--- config.mk ---
export PLATFORM = sky130hd
export DESIGN_NAME = sequence_player
export DESIGN_NICKNAME = d
export VERILOG_FILES = /design/src/rtl/orion_pkg.sv /design/src/rtl/sequence_player_hold_tick_counter.sv /design/src/rtl/sequence_player.sv
export SDC_FILE = /design/constraint.sdc
export NUM_CORES = 1
export LEC_CHECK = 0
export CAP_MARGIN = 20
export CELL_PAD_IN_SITES_DETAIL_PLACEMENT = 2
export CELL_PAD_IN_SITES_GLOBAL_PLACEMENT = 2
export CORE_AREA = 2 2 57 70
export CTS_CLUSTER_DIAMETER = 60
export DETAILED_ROUTE_END_ITERATION = 16
export DIE_AREA = 0 0 59 72
export PLACE_DENSITY = 0.84
export SLEW_MARGIN = 0
export SYNTH_ARGS = -nofsm -noshare
export SYNTH_HDL_FRONTEND = slang
export SYNTH_SLANG_ARGS = --single-unit
--- constraint.sdc ---
create_clock -name i_clk -period 2.1 [get_ports i_clk]
set_clock_uncertainty 0.05 [all_clocks]
set_input_delay 0.21 -clock i_clk [delete_from_list [all_inputs] [get_ports i_clk]]
set_output_delay 0.21 -clock i_clk [all_outputs]
set_load 0.02 [all_outputs]
--- src/rtl/orion_pkg.sv ---
// Shared definitions for the sequence game: widths, blank code, player states and
// the difficulty-to-length mapping used by sequence_player.
package orion_pkg;

    localparam int ADDR_W   = 5;
    localparam int DIGIT_W  = 4;
    localparam int BASE_LEN = 4;
    localparam int LEN_STEP = 4;

    localparam logic [DIGIT_W-1:0] BLANK_CODE = 4'hF;

    typedef enum logic [2:0] {
        IDLE,
        FETCH,
        LATCH,
        SHOW,
        GAP,
        DONE
    } player_state_t;

    // Carried at ADDR_W+1 bits so a full-depth run (len == 2**ADDR_W) is representable.
    function automatic logic [ADDR_W:0] seq_len(input logic [1:0] diff);
        return (ADDR_W + 1)'(BASE_LEN + LEN_STEP * int'(diff));
    endfunction

endpackage

--- src/rtl/sequence_player_hold_tick_counter.sv ---
// Counts timer tick pulses for one displayed digit; o_hit flags the tick that
// completes HOLD_TICKS and the count restarts from zero on that same edge.
module hold_tick_counter #(
    parameter int HOLD_TICKS = 1
) (
    input  logic i_clk,
    input  logic i_rst,
    input  logic i_clear,
    input  logic i_tick,
    output logic o_hit
);

    localparam int CNT_W = $clog2(HOLD_TICKS + 1);

    logic [CNT_W-1:0] r_count;

    assign o_hit = i_tick && !i_clear && (r_count == CNT_W'(HOLD_TICKS - 1));

    // NOTE: sequential state uses non-blocking assignment so every flop samples pre-edge values.
    always_ff @(posedge i_clk) begin
        if (i_rst || i_clear || o_hit) begin
            r_count <= '0;
        end else if (i_tick) begin
            r_count <= r_count + CNT_W'(1);
        end
    end

endmodule

--- src/rtl/sequence_player.sv ---
// Plays back the stored digit run from RAM port B onto the digit display, one digit
// per HOLD_TICKS timer ticks. Define SEQ_PLAYER_GAP_EN to blank the display for one tick between digits.
module sequence_player
    import orion_pkg::*;
#(
    parameter int HOLD_TICKS = 1
) (
    input  logic               i_clk,
    input  logic               i_rst,
    input  logic               i_start,
    input  logic               i_abort,
    input  logic [1:0]         i_diff,
    input  logic               i_tick,
    output logic               o_tick_en,
    output logic [ADDR_W-1:0]  o_ram_addr,
    input  logic [DIGIT_W-1:0] i_ram_q,
    output logic [DIGIT_W-1:0] o_disp_digit,
    output logic               o_disp_valid,
    output logic               o_busy,
    output logic               o_done
);

    localparam int MAX_LEN = BASE_LEN + LEN_STEP * 3;

    if (MAX_LEN > (1 << ADDR_W)) begin : g_len_check
        $error("sequence_player: max length %0d exceeds RAM depth %0d", MAX_LEN, 1 << ADDR_W);
    end
    if (HOLD_TICKS < 1) begin : g_hold_check
        $error("sequence_player: HOLD_TICKS must be at least 1");
    end

    player_state_t      r_state, w_next;
    logic [ADDR_W-1:0]  r_idx, w_idx;
    logic [ADDR_W:0]    r_len, w_len;
    logic [ADDR_W-1:0]  r_ram_addr, w_ram_addr;
    logic [DIGIT_W-1:0] r_disp_digit, w_disp_digit;
    logic               r_disp_valid, w_disp_valid;
    logic               r_busy, w_busy;
    logic               r_done, w_done;
    logic               r_tick_en, w_tick_en;
    logic               w_hit, w_last, w_show_tick, w_hold_clear;

    // Ticks only count once the registered state is SHOW; leaving SHOW discards a partial hold.
    assign w_show_tick  = i_tick && (r_state == SHOW);
    assign w_hold_clear = i_abort || (r_state != SHOW);
    assign w_last       = ({1'b0, r_idx} == r_len - (ADDR_W + 1)'(1));

    hold_tick_counter #(
        .HOLD_TICKS (HOLD_TICKS)
    ) u_hold (
        .i_clk   (i_clk),
        .i_rst   (i_rst),
        .i_clear (w_hold_clear),
        .i_tick  (w_show_tick),
        .o_hit   (w_hit)
    );

    always_ff @(posedge i_clk) begin
        if (i_rst) begin
            r_state      <= IDLE;
            r_idx        <= '0;
            r_len        <= '0;
            r_ram_addr   <= '0;
            r_disp_digit <= BLANK_CODE;
            r_disp_valid <= 1'b0;
            r_busy       <= 1'b0;
            r_done       <= 1'b0;
            r_tick_en    <= 1'b0;
        end else begin
            r_state      <= w_next;
            r_idx        <= w_idx;
            r_len        <= w_len;
            r_ram_addr   <= w_ram_addr;
            r_disp_digit <= w_disp_digit;
            r_disp_valid <= w_disp_valid;
            r_busy       <= w_busy;
            r_done       <= w_done;
            r_tick_en    <= w_tick_en;
        end
    end

    always_comb begin
        // NOTE: default first so every path assigns w_next and no latch is inferred.
        w_next = r_state;
        if (i_abort) begin
            w_next = IDLE;
        end else begin
            case (r_state)
                IDLE:  if (i_start) w_next = FETCH;
                FETCH: w_next = LATCH;
                LATCH: w_next = SHOW;
                SHOW: begin
                    if (w_hit) begin
                        if (w_last) begin
                            w_next = DONE;
                        end else begin
`ifdef SEQ_PLAYER_GAP_EN
                            w_next = GAP;
`else
                            w_next = FETCH;
`endif
                        end
                    end
                end
                GAP:   if (i_tick) w_next = FETCH;
                DONE:  w_next = IDLE;
                default: w_next = IDLE;
            endcase
        end
    end

    // Next values of the registered outputs and datapath, derived from the transition taken.
    always_comb begin
        w_idx        = r_idx;
        w_len        = r_len;
        w_ram_addr   = r_ram_addr;
        w_disp_digit = r_disp_digit;
        w_disp_valid = r_disp_valid;
        w_busy       = (w_next != IDLE);
        w_done       = (w_next == DONE);
        w_tick_en    = (w_next == SHOW) || (w_next == GAP);
        if (i_abort) begin
            w_idx        = '0;
            w_ram_addr   = '0;
            w_disp_digit = BLANK_CODE;
            w_disp_valid = 1'b0;
        end else begin
            case (r_state)
                IDLE: begin
                    if (i_start) begin
                        w_len      = seq_len(i_diff);
                        w_idx      = '0;
                        w_ram_addr = '0;
                    end
                end
                LATCH: begin
                    w_disp_digit = i_ram_q;
                    w_disp_valid = 1'b1;
                end
                SHOW: begin
                    if (w_hit && w_last) begin
                        w_idx      = '0;
                        w_ram_addr = '0;
                    end else if (w_hit) begin
                        w_idx      = r_idx + ADDR_W'(1);
                        w_ram_addr = r_idx + ADDR_W'(1);
                    end
                end
                default: ;
            endcase
            if ((w_next == GAP) || (w_next == DONE)) begin
                w_disp_digit = BLANK_CODE;
                w_disp_valid = 1'b0;
            end
        end
    end

    assign o_tick_en    = r_tick_en;
    assign o_ram_addr   = r_ram_addr;
    assign o_disp_digit = r_disp_digit;
    assign o_disp_valid = r_disp_valid;
    assign o_busy       = r_busy;
    assign o_done       = r_done;

endmodule

==> results_dict.tcl, run 1 <==
set metrics [dict create \
    fin_crit_ns 1.87 \
    reg2reg_slack_ns 0.23 \
    cp_cell_sequence "or4b_4, a21boi_4, or4b_1, a21boi_1" \
    pre_cts_ws_ns -0.00203 \
    cts.repair.resized 0 \
    cts_setup_buffers 0 \
    grt_pass1_vias 1042 \
    required_ns 2.25 \
    synthFlopType "dfxtp_1" \
    power.leakage_nw 0.481 \
    routed_wirelength_um 3010 \
    placed_cells 172 \
    drive_above_1_share 0.131 \
    drt_iter0_drc 8 \
    antenna_found_initial 0 \
    root_buffer "clkbuf_8" \
    cp_max_fo 9 \
    setup_tns_ns 0 \
    ant_nets 0 \
    clk_latency_ns 0.26 \
    ys_types 33 \
    netlist.area_leader.share 0.418 \
    postSynth.asyncResetShare 0 \
    hold_viol_final 0 \
    ys_seq_area_frac 0.418 \
    area_delta_synth_final_pct 40.5 \
    maxSlewHeadroom 0.768 \
    rows 24 \
    n_antenna_cell 0 \
    layout_setup_ws_ns 0.229 \
    numCtsBuffers 3 \
    start_kind "flip-flop" \
    slowest_stage "or4b_4" \
    cts.sinks 20 \
    clk_path_buf_depth 2 \
    ff_latch_area_sq_um 400 \
    avgRoutedWirePerCell_um 17.1 \
    grtUsageTotal 0.157 \
    nFillCells 411 \
    critPathBufInv 0 \
    gp_congestion 0.749 \
    maxCapViolCount 0 \
    power_density_mw_per_mm2 657 \
    cp.arrival_ns 2.02 \
    ys_ff_latch 20 \
    synth_edf_count 0 \
    grt_remaining_overflow 0 \
    die_h_um 72 \
    slew_violations 0 \
    core_sq_mm 0.00354 \
    grt_max_degree 13 \
    status "finished clean" \
    path_delay_family "simple AND/OR/NAND/NOR gates" \
    multiInputGateArea_sq_um 531 \
    endpoint_kind "flip-flop" \
    cp_slowest_stage_delay_ns 0.54 \
    grt_pass1_wl_um 5040 \
    die_area_sq_mm 0.00425 \
    finalNonFillerCells 176 \
    max_clock_freq_mhz 535 \
    io_buffers 23 \
    ios 24 \
    die_width_um 59 \
    hp-class "flip-flop to flip-flop" \
    dr.pass1.iters 3 \
    start_util 0.270 \
    crit_type "flip-flop to flip-flop" \
    via_count 907 \
    rsz0062_at_grt "false" \
    synth_area_sq_um 957 \
    syn_nets 120 \
    synth_common_cells "dfxtp_1 (20), nor2_1 (8), nand2_1 (7), o21ai_0 (7), or3_1 (7)" \
    h-tree-depth 1 \
    synth.area.top_cells "dfxtp_1 (42%), mux2_2 (4.7%), or3_1 (4.6%)" \
    finalCritPeriodShare 0.891 \
    dp_hpwl_um 2120 \
    nNetsFinal 152 \
    setup-violations-final 0 \
    synth.most_common_cell "dfxtp_1" \
    syn_area_per_cell_sq_um 9.03 \
    cts_tree "yes" \
    fin_util 0.380 \
    clkTransAtPathRegs_ns 0.09 \
    ys.warnings.count 0 \
    vdd_ir_drop_max_mv 0.394 \
    drc 0 \
    synthCells 106 \
    ctsHoldBuffers 0 \
    synth_area_leader_cell "dfxtp_1" \
    tightest_slew_ns 0.348 \
    vias_per_cell 5.15 \
]
[cell type report]
class	instances	area share
timing repair buffer	29	0.205
multi-input combinational	79	0.394
clock inverter	1	0.0223
clock buffer	3	0.0307
sequential	20	0.298
tap	39	0.0363
inverter	5	0.0140
[per-stage QoR]
stage          total power [mW]  instance area [sq um]  hold WS (ns)
2_1_floorplan             0.447                    957         0.256
3_3_place_gp              0.488                   1270         0.404
3_5_place_dp              0.494                   1270         0.425
4_1_cts                   0.892                   1350         0.437
5_1_grt                   0.923                   1350         0.458
6_report                  0.884                   1350         0.435
[worst reg2reg max path, cell delays in order (launching register included)]
cell and delay [ns]:
dfxtp_1 0.39, or4b_4 0.54, a21boi_4 0.18, or4b_1 0.51
a21boi_1 0.15
[metal layers]
layer,global-route usage,part of all wire
met5,0,0
met2,0.314,0.58
met3,0.00535,0.013
met1,0.170,0.39
met4,0.0530,0.0090
[layout by cell type (no fill, tap or decap)]
cell / count
clkdlybuf4s50_1: 23
nor2_1: 8
o21ai_0: 7
o211ai_1: 2
and3_1: 1
nor4bb_1: 1
nand3_1: 2
buf_4: 6
mux2_2: 4
a21o_1: 1
nand3b_1: 1
a21boi_1: 1
inv_1: 5
a21boi_4: 1
and4b_2: 1
a21oi_1: 6
nand4_1: 1
nor2b_1: 2
nand2b_1: 3
nor2_4: 1
bufinv_16: 1
or3_1: 7
nor3_1: 5
xor2_1: 3
ha_1: 3
a211oi_1: 4
dfxtp_1: 20
or4b_4: 1
a31oi_1: 1
or4_1: 1
clkbuf_8: 3
nand2_1: 7
o21bai_1: 1
nor4_1: 1
nor3b_1: 1
or4b_1: 1
[final timing paths]
path                            depth (start not counted)           start             end
worst max-delay path                                    4      r_state[0]   o_ram_addr[1]
worst max register to register                          4      r_state[0]   o_ram_addr[1]
worst min-delay path                                    2  u_hold.r_count  u_hold.r_count
worst min register to register                          2  u_hold.r_count  u_hold.r_count
[sequential cells by signal, summed over array words and instances (netlist names)]
signal / count
u_hold.r_count: 1
o_done: 1
o_disp_valid: 1
r_state: 3
r_len: 3
o_ram_addr: 5
o_tick_en: 1
o_busy: 1
o_disp_digit: 4
[where the power goes]
part           switching, mW  internal (mW)  total [mW]
combinational         0.0440         0.0480      0.0921
sequential           0.00771          0.386       0.394
clock                  0.143          0.255       0.398
[cell families (layout without fill, tap and decap cells)]
group,count (synthesis),count (layout),synth area share
buffers and inverters,7,38,0.0275
DFF,20,20,0.418
and+or+nand+nor,45,45,0.276
AOI/OAI and AO/OA,24,24,0.165
adders and majority gates,3,3,0.0392
muxes,4,4,0.0471
xor gates and xnor gates,3,3,0.0275
(Power assumes the default switching activity.)
==> inputs of run 2 (changes only) <==
Settings changed: CTS_CLUSTER_DIAMETER 60 to default.
==> results of run 2 <==
The final DEF is identical to that of run 1; final timing and power are the same.
